--- config.mk ---
export PLATFORM = sky130hd
export DESIGN_NAME = enigma_scrambler
export DESIGN_NICKNAME = d
export VERILOG_FILES = /design/src/rtl/enigma_pkg.sv /design/src/rtl/enigma_rotor_map.sv /design/src/rtl/enigma_scrambler.sv
export SDC_FILE = /design/constraint.sdc
export NUM_CORES = 1
export LEC_CHECK = 0
export ABC_AREA = 1
export BUFFER_PORTS_ARGS = -buffer_cell sky130_fd_sc_hd__buf_4
export CAP_MARGIN = 30
export CORE_UTILIZATION = 41
export DETAILED_ROUTE_END_ITERATION = 8
export PLACE_DENSITY = 0.55
export SKIP_LAST_GASP = 1
export SLEW_MARGIN = 10
export SYNTH_ARGS = -nofsm -noshare
export SYNTH_HDL_FRONTEND = slang
export SYNTH_SLANG_ARGS = --single-unit
--- constraint.sdc ---
create_clock -name clk -period 6.6 [get_ports clk]
set_clock_uncertainty 0.2 [all_clocks]
set_input_delay 0.99 -clock clk [delete_from_list [all_inputs] [get_ports clk]]
set_output_delay 0.99 -clock clk [all_outputs]
set_load 0.005 [all_outputs]
--- src/rtl/enigma_pkg.sv ---
// Shared types and wiring tables for the Enigma scrambler datapath.
// Tables are rotors I/II/III (forward and inverse) and reflector B, indexed by letter code.
package enigma_pkg;

   localparam int unsigned ALPHA = 26;

   typedef logic [4:0] letter_t;

   localparam letter_t    ALPHA_L = letter_t'(ALPHA);
   localparam logic [5:0] ALPHA6  = 6'(ALPHA);

   typedef enum logic [2:0] {
      StIdle, StStep, StWait, StFwd, StRefl, StBwd, StOut
   } state_e;

   typedef enum logic [1:0] {RotI, RotII, RotIII} rotor_e;

   localparam letter_t ROTOR_I_FWD [ALPHA] = '{
      5'd4, 5'd10, 5'd12, 5'd5, 5'd11, 5'd6, 5'd3, 5'd16, 5'd21, 5'd25, 5'd13, 5'd19, 5'd14,
      5'd22, 5'd24, 5'd7, 5'd23, 5'd20, 5'd18, 5'd15, 5'd0, 5'd8, 5'd1, 5'd17, 5'd2, 5'd9};
   localparam letter_t ROTOR_I_INV [ALPHA] = '{
      5'd20, 5'd22, 5'd24, 5'd6, 5'd0, 5'd3, 5'd5, 5'd15, 5'd21, 5'd25, 5'd1, 5'd4, 5'd2,
      5'd10, 5'd12, 5'd19, 5'd7, 5'd23, 5'd18, 5'd11, 5'd17, 5'd8, 5'd13, 5'd16, 5'd14, 5'd9};
   localparam letter_t ROTOR_II_FWD [ALPHA] = '{
      5'd0, 5'd9, 5'd3, 5'd10, 5'd18, 5'd8, 5'd17, 5'd20, 5'd23, 5'd1, 5'd11, 5'd7, 5'd22,
      5'd19, 5'd12, 5'd2, 5'd16, 5'd6, 5'd25, 5'd13, 5'd15, 5'd24, 5'd5, 5'd21, 5'd14, 5'd4};
   localparam letter_t ROTOR_II_INV [ALPHA] = '{
      5'd0, 5'd9, 5'd15, 5'd2, 5'd25, 5'd22, 5'd17, 5'd11, 5'd5, 5'd1, 5'd3, 5'd10, 5'd14,
      5'd19, 5'd24, 5'd20, 5'd16, 5'd6, 5'd4, 5'd13, 5'd7, 5'd23, 5'd12, 5'd8, 5'd21, 5'd18};
   localparam letter_t ROTOR_III_FWD [ALPHA] = '{
      5'd1, 5'd3, 5'd5, 5'd7, 5'd9, 5'd11, 5'd2, 5'd15, 5'd17, 5'd19, 5'd23, 5'd21, 5'd25,
      5'd13, 5'd24, 5'd4, 5'd8, 5'd22, 5'd6, 5'd0, 5'd10, 5'd12, 5'd20, 5'd18, 5'd16, 5'd14};
   localparam letter_t ROTOR_III_INV [ALPHA] = '{
      5'd19, 5'd0, 5'd6, 5'd1, 5'd15, 5'd2, 5'd18, 5'd3, 5'd16, 5'd4, 5'd20, 5'd5, 5'd21,
      5'd13, 5'd25, 5'd7, 5'd24, 5'd8, 5'd23, 5'd9, 5'd22, 5'd11, 5'd17, 5'd10, 5'd14, 5'd12};
   localparam letter_t REFLECTOR_B [ALPHA] = '{
      5'd24, 5'd17, 5'd20, 5'd7, 5'd16, 5'd18, 5'd11, 5'd3, 5'd15, 5'd23, 5'd13, 5'd6, 5'd14,
      5'd10, 5'd12, 5'd8, 5'd4, 5'd1, 5'd5, 5'd25, 5'd2, 5'd22, 5'd21, 5'd9, 5'd0, 5'd19};

   // Out-of-range stepper positions fold back into the alphabet once.
   function automatic letter_t wrap_pos(input letter_t p);
      return (p >= ALPHA_L) ? letter_t'(p - ALPHA_L) : p;
   endfunction

endpackage

--- src/rtl/enigma_rotor_map.sv ---
// One rotor hop: c' = (W[(c+p) mod 26] - p) mod 26, with W the forward or inverse wiring.
module enigma_rotor_map
   import enigma_pkg::*;
(
   input  letter_t c_i,
   input  letter_t p_i,
   input  rotor_e  sel_i,
   input  logic    inv_i,
   output letter_t c_o
);

   logic [5:0] sum;
   logic [5:0] diff;
   letter_t    idx;
   letter_t    wired;

   always_comb begin
      sum   = {1'b0, c_i} + {1'b0, p_i};
      idx   = (sum >= ALPHA6) ? 5'(sum - ALPHA6) : sum[4:0];
      wired = '0;
      case (sel_i)
         RotI:    wired = inv_i ? ROTOR_I_INV[idx]   : ROTOR_I_FWD[idx];
         RotII:   wired = inv_i ? ROTOR_II_INV[idx]  : ROTOR_II_FWD[idx];
         RotIII:  wired = inv_i ? ROTOR_III_INV[idx] : ROTOR_III_FWD[idx];
         default: wired = '0;
      endcase
      // Bias by +26 so the subtraction never goes negative, then correct once.
      diff = {1'b0, wired} + ALPHA6 - {1'b0, p_i};
      c_o  = (diff >= ALPHA6) ? 5'(diff - ALPHA6) : diff[4:0];
   end

endmodule

--- src/rtl/enigma_scrambler.sv ---
// Three-rotor Enigma scrambler: requests a rotor step per letter, then walks the letter
// through rotors, reflector and inverse rotors one hop per cycle using a shared rotor map.
module enigma_scrambler
   import enigma_pkg::*;
#(
   parameter int unsigned STEP_WAIT = 1
) (
   input  logic       clk,
   input  logic       rst,
   input  logic       in_valid,
   output logic       in_ready,
   input  logic [4:0] in_letter,
   input  logic [4:0] rotor1_pos,
   input  logic [4:0] rotor2_pos,
   input  logic [4:0] rotor3_pos,
   output logic       step_req,
   output logic       out_valid,
   input  logic       out_ready,
   output logic [4:0] out_letter
);

   localparam logic [7:0] WaitLast = 8'(STEP_WAIT - 1);

   state_e     state_q;
   letter_t    c_q;
   letter_t    pos1_q, pos2_q, pos3_q;
   logic [1:0] hop_q;
   logic [7:0] wait_q;
   logic       in_ready_q, step_req_q, out_valid_q;
   letter_t    out_letter_q;

   logic       map_inv;
   logic [1:0] map_idx;
   rotor_e     map_sel;
   letter_t    map_pos;
   letter_t    map_out;

   // Forward walks rotor III, II, I; backward reverses the order with the same hop counter.
   always_comb begin
      map_inv = (state_q == StBwd);
      map_idx = map_inv ? 2'd2 - hop_q : hop_q;
      map_sel = RotIII;
      map_pos = pos1_q;
      case (map_idx)
         2'd0:    begin map_sel = RotIII; map_pos = pos1_q; end
         2'd1:    begin map_sel = RotII;  map_pos = pos2_q; end
         2'd2:    begin map_sel = RotI;   map_pos = pos3_q; end
         default: begin map_sel = RotIII; map_pos = pos1_q; end
      endcase
   end

   enigma_rotor_map u_rotor_map (
      .c_i   (c_q),
      .p_i   (map_pos),
      .sel_i (map_sel),
      .inv_i (map_inv),
      .c_o   (map_out)
   );

   always_ff @(posedge clk) begin
      if (rst) begin
         state_q      <= StIdle;
         c_q          <= '0;
         pos1_q       <= '0;
         pos2_q       <= '0;
         pos3_q       <= '0;
         hop_q        <= '0;
         wait_q       <= '0;
         in_ready_q   <= 1'b1;
         step_req_q   <= 1'b0;
         out_valid_q  <= 1'b0;
         out_letter_q <= '0;
      end else begin
         step_req_q <= 1'b0;
         unique case (state_q)
            StIdle: begin
               if (in_valid) begin
                  in_ready_q <= 1'b0;
                  c_q        <= in_letter;
                  if (in_letter < ALPHA_L) begin
                     state_q    <= StStep;
                     step_req_q <= 1'b1;
                  end else begin
                     state_q      <= StOut;
                     out_valid_q  <= 1'b1;
                     out_letter_q <= in_letter;
                  end
               end
            end
            StStep: begin
               state_q <= StWait;
               wait_q  <= '0;
            end
            StWait: begin
               if (wait_q == WaitLast) begin
                  pos1_q  <= wrap_pos(rotor1_pos);
                  pos2_q  <= wrap_pos(rotor2_pos);
                  pos3_q  <= wrap_pos(rotor3_pos);
                  hop_q   <= '0;
                  state_q <= StFwd;
               end else begin
                  wait_q <= wait_q + 8'd1;
               end
            end
            StFwd: begin
               c_q <= map_out;
               if (hop_q == 2'd2) begin
                  hop_q   <= '0;
                  state_q <= StRefl;
               end else begin
                  hop_q <= hop_q + 2'd1;
               end
            end
            StRefl: begin
               c_q     <= REFLECTOR_B[c_q];
               state_q <= StBwd;
            end
            StBwd: begin
               c_q <= map_out;
               if (hop_q == 2'd2) begin
                  hop_q        <= '0;
                  out_valid_q  <= 1'b1;
                  out_letter_q <= map_out;
                  state_q      <= StOut;
               end else begin
                  hop_q <= hop_q + 2'd1;
               end
            end
            StOut: begin
               if (out_ready) begin
                  out_valid_q <= 1'b0;
                  in_ready_q  <= 1'b1;
                  state_q     <= StIdle;
               end
            end
            default: state_q <= StIdle;
         endcase
      end
   end

   assign in_ready   = in_ready_q;
   assign step_req   = step_req_q;
   assign out_valid  = out_valid_q;
   assign out_letter = out_letter_q;

endmodule

==> out/summary.txt, run 1 <==
Fin. max-slew vios: 0
Floorplan row count: 38
DR vias: 5026
Critical Path Start: state_q[0]$_SDFFE_PP0P_
Fillcell total: 1199
GPL Wtd Cong: 1.02
Die width: 108 um
Commonest cells after routing, fill and taps aside: 194 x nand2_1, 92 x inv_1, 73 x nand3_1
Worst R2R Start: state_q[0]$_SDFFE_PP0P_
Clock Tree Root: clkbuf_8
HPWL Detailed: 11000 um
DIE AREA: 11600 um2
Starting Density: 42.2%
Pin slew with the least headroom to its limit: 0.750 ns
Top-area cell type share of the netlist area: 17.9%
Yosys top cell by area: dfxtp_1
Status: completed
Mux contribution to synthesized area: 0.218%
Vias per inst: 5.43
Adder-cell area share of the yosys netlist: 12.9%
Die Y: 108 um
Crit path time final: 6.07 ns
CTS max path bufs: 2
Crit-path max cell delay: 0.49 ns
Complex-gate fraction of the synthesized area: 17.9%
R2R Setup Slk: 0.53 ns
Required time worst endpoint: 6.64 ns
Clk slew on worst S/H paths: 0.09 ns
Ranking of synthesized cells by area: dfxtp_1 18%, nand2_1 16%, ha_1 12%
#FFs+latches synth: 41
Vias in the first global route: 4720
I/O pins: 32
Clk_lat worst skew: 0.31 ns
GRT overflow: 0
Post-synth EDFFs: 0
Core area: 10900 um2
Synth unique cells: 51
R2R depth: 40
Unrepaired setup endpoints after global routing: false
Simple-gate portion of the synthesized area: 38.0%
GRT Util Overall: 25.3%
Routed length per instance: 15.2 um
TritonCTS Buffers: 5
Final antenna-violating net count: 0
WHS Path Cells: 2
Synth Instances: 752
Xor and xnor area share after synthesis: 2.04%
Drt pass-1 iters: 6
Fmax achieved: 165 MHz
Final Cycle Share: 91.9%
DRC: 0
# setup viols final: 0
Synthesized cell area: 4590 um2
# clock sinks: 41
Number of diodes: 0
NumNets Final: 855
Multi-input logic area: 3330 um2
Worst hold slack: 0.277 ns
WL final: 14100 um
Max-cap violations: 0
CP Class: flip-flop to flip-flop
Initial antenna violation count: 0
Worst Setup End Kind: flip-flop
Critical path's slowest cell: fa_2
Most common cell after layout, fill and taps aside: nand2_1
IO Port Bufs: 31
Reg area: 826 um2
Sequential fraction of the synthesis area: 17.9%
Synth Warn #: 0
Worst min path class: flip-flop to flip-flop
Worst setup SP type: flip-flop
Area Overhead vs Synth: 12.6%
Mean area per synthesized cell: 6.10 um2
Placed Area: 4980 um2
Worst hold endpoint: in_ready$_SDFFE_PP1P_
Crit-path max FO: 6
Final setup margin: 0.534 ns
CP arrival: 6.11 ns
Setup TNS: 0 ns
CTS tree: yes
FF-to-FF End: out_letter[4]$_SDFFE_PP0P_
Largest family of logic cells by synthesized area: simple AND/OR/NAND/NOR gates
Syn Nets: 822
Fraction of layout cells with a size suffix above 1: 14.8%
Hold-fix buffers, CTS: 0
Post-place setup slack: 0.00288 ns
Final Cell Area: 5170 um2
Global-route wire length before repair: 23200 um
Worst hold start: in_ready$_SDFFE_PP1P_
Most used cell, CP: nand2_1
H-tree levels: 2
Largest net degree at the start of global routing: 30
Final hold vios: 0
Post-synth ARST share: 0%
Top_reg_cell synth: dfxtp_1
Slew HR: 49.9%
Initial DRC Count: 559
synthesized netlist by cell type, types with 3 or more instances:
library cell,n
nor3b_1,5
ha_1,44
a21oi_1,53
o221ai_1,3
o21ai_0,51
a41oi_1,3
inv_1,94
nor3_1,7
o211ai_1,3
clkbuf_1,7
nor2_1,62
nand3b_1,3
buf_4,3
buf_2,4
nand3_1,76
buf_6,3
dfxtp_1,41
xor2_1,5
nand2_1,198
nand2_2,15
nand3_2,4
a211oi_1,4
nand2_4,5
a22oi_1,3
a31oi_1,7
nand4_1,4
o21ai_1,7
inv_2,6
how the worst max path moves through the flow:
stage | to | cells after the start
after floorplan | c_q[4]$_SDFFE_PP0P_ | 41
after global placement | out_letter[4]$_SDFFE_PP0P_ | 38
after detailed placement | c_q[4]$_SDFFE_PP0P_ | 42
after CTS | out_letter[4]$_SDFFE_PP0P_ | 44
after global routing | out_letter[4]$_SDFFE_PP0P_ | 44
final | out_letter[4]$_SDFFE_PP0P_ | 40
layer usage:
| metal | track usage [%] | up-vias | share of wire, % |
|---|---|---|---|
| li1 | - | 2537 | - |
| met1 | 34.4 | 2263 | 45 |
| met2 | 40.7 | 196 | 46 |
| met3 | 3.69 | 30 | 6.8 |
| met4 | 8.61 | 0 | 2.4 |
| met5 | 0 | - | 0 |
logic make-up (layout without fill, tap and decap cells):
family / count (synthesis) / after routing
AO/OA/AOI/OAI: 145 / 145
multiplexers: 1 / 1
adder cells (fa/ha/maj): 46 / 46
flip-flops: 41 / 41
buffers and inverters: 122 / 156
XOR/XNOR: 9 / 9
AND/OR/NAND/NOR: 388 / 388
metrics by stage:
stage,instances,utilization [%]
floorplan,752,-
global placement,916,45.7
detailed placement,916,45.7
CTS,924,46.7
global route,926,47.4
finish,926,47.4
registers in the layout (all words and copies together) (netlist names):
signal	count
step_req	1
pos3_q	5
c_q	5
in_ready	1
pos1_q	5
out_valid	1
hop_q	2
wait_q	8
state_q	3
out_letter	5
pos2_q	5
worst max-delay path: cells and delay by family, from the launching register on:
family	cells	cell delay, ns
buf+inv	6	0.42
simple gates	21	2.08
xor+xnor	2	0.38
flops	1	0.38
fa+ha+maj	6	1.74
compound gates	5	0.82
repair_timing:
item | CTS | global route
gates resized for setup | 3 | 22
pin swaps | 0 | 3
setup buffers | 0 | 2
setup endpoints to repair | 3 | 8
area by class of cell:
class	instances	area share, %
clock buffers	5	1.33
repair buffers	45	6.78
well taps	140	3.39
clock inverters	3	0.484
multi-input cells	589	64.5
inverters	103	7.53
flip-flops and latches	41	16.0
Power of run 1 is left out: the tool's default activity adds up to more than one toggle a clock period on the data nets, which glitch-free logic cannot reach.
==> run 2: changes to the inputs <==
--- a/config.mk
+++ b/config.mk
@@ -8,6 +8,7 @@
 export ABC_AREA = 1
 export BUFFER_PORTS_ARGS = -buffer_cell sky130_fd_sc_hd__buf_4
 export CAP_MARGIN = 30
+export CORE_ASPECT_RATIO = 1.5
 export CORE_UTILIZATION = 41
 export DETAILED_ROUTE_END_ITERATION = 8
 export PLACE_DENSITY = 0.55
==> run 2 against run 1 <==
Effect of this change:
- register-to-register slack got worse by 0.08 ns
- via count increased by 2.4%
- sequential share of layout area decreased by 0.40 points
- worst setup slack got worse by 0.077 ns
- cell area increased by 2.3%
- first-iteration DRC count decreased by 44%
- cell count increased by 1.1%
- die area about the same
- count of clock-buffer cells in the layout increased by 1
- worst hold slack got worse by 0.015 ns
- critical endpoint is now c_q[4]$_SDFFE_PP0P_
- largest cell class unchanged
==> out/summary.txt, run 2 (synthesized netlist as in run 1, its figures left out) <==
Clk_lat worst skew: 0.29 ns
Initial antenna violation count: 0
DR vias: 5146
Most used cell, CP: nand2_1
End of the critical path: c_q[4]$_SDFFE_PP0P_
Final Cycle Share: 93.1%
GPL Wtd Cong: 1.09
Vias per inst: 5.50
Fillcell total: 1193
Most common cell after layout, fill and taps aside: nand2_1
Commonest cells after routing, fill and taps aside: 190 x nand2_1, 91 x inv_1, 74 x nand3_1
Clk slew on worst S/H paths: 0.06 ns
CP Class: flip-flop to flip-flop
Area Overhead vs Synth: 15.1%
Final antenna-violating net count: 0
Pin slew with the least headroom to its limit: 0.773 ns
Vias in the first global route: 4925
Critical path's slowest cell: fa_1
Largest net degree at the start of global routing: 29
GRT overflow: 0
Clock Tree Root: clkbuf_16
Fraction of layout cells with a size suffix above 1: 15.6%
# setup viols final: 0
Initial DRC Count: 311
Final hold vios: 0
Placed Area: 4990 um2
I/O pins: 32
IO Port Bufs: 31
Required time worst endpoint: 6.62 ns
Worst setup SP type: flip-flop
CP arrival: 6.16 ns
Crit-path max cell delay: 0.39 ns
WL final: 15900 um
Top reg by flops: wait_q
CTS tree: yes
Max-cap violations: 0
Max reg flops: 8
Fin. max-slew vios: 0
Worst min path class: flip-flop to flip-flop
Drt pass-1 iters: 4
Floorplan row count: 47
Starting Density: 42.0%
Final core area utilization: 48.3%
Status: completed
DRC: 0
Slew HR: 48.4%
Critical Path Start: state_q[0]$_SDFFE_PP0P_
Number of diodes: 0
Final Cell Area: 5280 um2
Fmax achieved: 163 MHz
Die Y: 132 um
Core area: 10900 um2
Hold-fix buffers, CTS: 0
Reg area: 823 um2
R2R depth: 42
Routed length per instance: 17.0 um
DIE AREA: 11600 um2
Worst Setup End Kind: flip-flop
TritonCTS Buffers: 5
Die width: 88.4 um
Crit path time final: 6.14 ns
Crit-path max FO: 7
GRT Util Overall: 28.3%
NumNets Final: 858
HPWL Detailed: 12400 um
Worst R2R Start: state_q[0]$_SDFFE_PP0P_
R2R Setup Slk: 0.46 ns
Multi-input logic area: 3340 um2
CTS max path bufs: 2
# clock sinks: 41
Global-route wire length before repair: 25000 um
FF-to-FF End: c_q[4]$_SDFFE_PP0P_
H-tree levels: 2
==> run 2: through the flow <==
step	hold WS [ns]	TNS (ns)	setup slack, ns	std cells
2_1_floorplan	0.245	0	0.693	752
5_1_grt	0.296	-0.0123	-0.0123	936
4_1_cts	0.267	0	0.0584	933
3_3_place_gp	0.251	0	0.154	925
6_report	0.262	0	0.458	936
3_5_place_dp	0.249	-0.0823	-0.0444	925
==> run 2: worst min-delay path by stage <==
stage,start,end,slack (ns),depth (start not counted)
final,in_ready$_SDFFE_PP1P_,in_ready$_SDFFE_PP1P_,0.26,2
after CTS,in_ready$_SDFFE_PP1P_,in_ready$_SDFFE_PP1P_,0.27,2
after global placement,in_ready$_SDFFE_PP1P_,in_ready$_SDFFE_PP1P_,0.25,2
after floorplan,pos3_q[3]$_SDFFE_PP0P_,pos3_q[3]$_SDFFE_PP0P_,0.25,2
after global routing,pos3_q[3]$_SDFFE_PP0P_,pos3_q[3]$_SDFFE_PP0P_,0.30,2
after detailed placement,in_ready$_SDFFE_PP1P_,in_ready$_SDFFE_PP1P_,0.25,2
==> run 2: area by class of cell <==
| cell class | count | area share (%) |
|---|---|---|
| Clock buffer | 6 | 2.63 |
| Sequential cell | 41 | 15.6 |
| Clock inverter | 2 | 0.711 |
| Tap cell | 147 | 3.48 |
| Multi-Input combinational cell | 589 | 63.3 |
| Inverter | 103 | 7.37 |
| Timing Repair Buffer | 48 | 6.96 |
==> run 2: layer usage <==
metal / track usage [%] / vias to the layer above / routed length (um) / share of wire (%)
li1: - / 2545 / - / -
met1: 30.1 / 2346 / 5810 / 36
met2: 48.8 / 185 / 8200 / 51
met3: 5.03 / 70 / 804 / 5.0
met4: 19.4 / 0 / 1130 / 7.1
met5: 0 / - / 0 / 0
==> run 2: worst max-delay path, delay by kind of cell, from the launching register on <==
family | cells | cell delay, ns
AOI/OAI and AO/OA | 4 | 0.61
xor gates and xnor gates | 2 | 0.37
adders and majority gates | 5 | 1.45
buffers and inverters | 8 | 0.67
DFF | 1 | 0.38
and+or+nand+nor | 23 | 2.42
==> run 2: timing repair <==
action / CTS / global route
cloned: 0 / 0
endpoints found under the hold margin: 0 / 0
endpoints found under the setup margin: 2 / 8
pin swaps: 0 / 3
resized for setup: 2 / 28
buffers inserted: 0 / 3
Power of run 2 is left out for the same reason.
==> run 3: changes to the inputs <==
--- a/config.mk
+++ b/config.mk
@@ -11,6 +11,7 @@
 export CORE_ASPECT_RATIO = 1.5
 export CORE_UTILIZATION = 41
 export DETAILED_ROUTE_END_ITERATION = 8
+export MAX_ROUTING_LAYER = met4
 export PLACE_DENSITY = 0.55
 export SKIP_LAST_GASP = 1
 export SLEW_MARGIN = 10
==> run 3 against run 2 <==
Effect of this change:
- global-route usage up 1.2 points
- critical path depth decreased by 4
- fmax decreased by 0.51%
- first-iteration DRC count fell by 31%
- highest routed layer unchanged
- sequential share of layout area down 0.066 points
- worst hold slack better by 0.014 ns
- via count hardly changed
- sequential cell count unchanged
- cell count is 0.43% higher
==> out/summary.txt, run 3 (synthesized netlist as in run 1, its figures left out) <==
Slew HR: 50.2%
Max reg flops: 8
Number of diodes: 0
CTS max path bufs: 2
# setup viols final: 0
Largest net degree at the start of global routing: 29
I/O pins: 32
Crit-path max FO: 19
Floorplan row count: 47
Commonest cells after routing, fill and taps aside: 192 x nand2_1, 89 x inv_1, 72 x nand3_1
Worst min path class: flip-flop to flip-flop
Crit-path max cell delay: 0.45 ns
CP Class: flip-flop to flip-flop
Fmax achieved: 162 MHz
TritonCTS Buffers: 5
Core area: 10900 um2
Initial DRC Count: 215
Worst Setup End Kind: flip-flop
Max-cap violations: 0
Worst setup SP type: flip-flop
WL final: 16000 um
Starting Density: 42.0%
Final core area utilization: 48.5%
CP arrival: 6.19 ns
Top reg by flops: wait_q
Hold-fix buffers, CTS: 0
GPL Wtd Cong: 1.05
Most common cell after layout, fill and taps aside: nand2_1
IO Port Bufs: 31
DR vias: 5142
Routed length per instance: 17.0 um
Status: completed
Critical path's slowest cell: fa_1
Global-route wire length before repair: 25400 um
Final hold vios: 0
Clk_lat worst skew: 0.28 ns
Final Cell Area: 5310 um2
Required time worst endpoint: 6.61 ns
Fin. max-slew vios: 0
Most used cell, CP: nand2_1
H-tree levels: 2
Fraction of layout cells with a size suffix above 1: 16.3%
DIE AREA: 11600 um2
Clk slew on worst S/H paths: 0.06 ns
DRC: 0
Pin slew with the least headroom to its limit: 0.746 ns
Final antenna-violating net count: 0
HPWL Detailed: 12500 um
Area Overhead vs Synth: 15.6%
CTS tree: yes
Initial antenna violation count: 0
NumNets Final: 862
GRT overflow: 0
Crit path time final: 6.17 ns
Drt pass-1 iters: 4
Final Cycle Share: 93.5%
Die width: 88.4 um
# clock sinks: 41
Clock Tree Root: clkbuf_16
GRT Util Overall: 29.4%
Die Y: 132 um
Vias in the first global route: 4917
Vias per inst: 5.47
Placed Area: 5000 um2
==> run 3: area by class of cell <==
cell class                      instances  area, um2
Fill cell                            1207       5630
Multi-Input combinational cell        589       3360
Sequential cell                        41        823
Timing Repair Buffer                   52        398
Inverter                              103        389
Tap cell                              147        184
Clock buffer                            6        139
Clock inverter                          2       13.8
==> run 3: path summary, 6_finish.rpt <==
| check | slack, ns | from | depth (start not counted) | to |
|---|---|---|---|---|
| hold / removal | 0.28 | in_ready$_SDFFE_PP1P_ | 2 | in_ready$_SDFFE_PP1P_ |
| setup reg to reg | 0.43 | state_q[0]$_SDFFE_PP0P_ | 38 | out_letter[4]$_SDFFE_PP0P_ |
| hold reg to reg | 0.28 | in_ready$_SDFFE_PP1P_ | 2 | in_ready$_SDFFE_PP1P_ |
| setup / recovery | 0.43 | state_q[0]$_SDFFE_PP0P_ | 38 | out_letter[4]$_SDFFE_PP0P_ |
==> run 3: critical path, delay by kind of cell, from the launching register on <==
family          cells  cell delay, ns
simple gates       18            2.18
xor+xnor            3            0.60
compound gates      4            0.48
fa+ha+maj           5            1.50
flops               1            0.37
buf+inv             8            0.75
==> run 3: what timing repair did <==
action,4_1_cts,5_1_grt
setup buffers,0,6
setup endpoints to repair,7,8
pin swaps,0,6
gates resized for setup,2,32
==> run 3: per-layer routing <==
layer  vias up  global-route usage, %  part of all wire (%)
met1      2361                   31.2                    37
met4         0                   13.5                   5.4
met5         -                      -                     0
met2       171                   52.1                    54
met3        57                   4.33                   4.4
li1       2553                      -                     -
==> run 3: metrics by stage <==
step	cells	setup WS, ns	hold WS [ns]	TNS [ns]
6_report	940	0.426	0.276	0
5_1_grt	940	-0.0204	0.306	-0.0418
4_1_cts	934	0.0578	0.280	0
3_5_place_dp	926	-0.0574	0.264	-0.190
3_3_place_gp	926	0.116	0.251	0
2_1_floorplan	752	0.693	0.245	0
Power of run 3 is left out for the same reason.
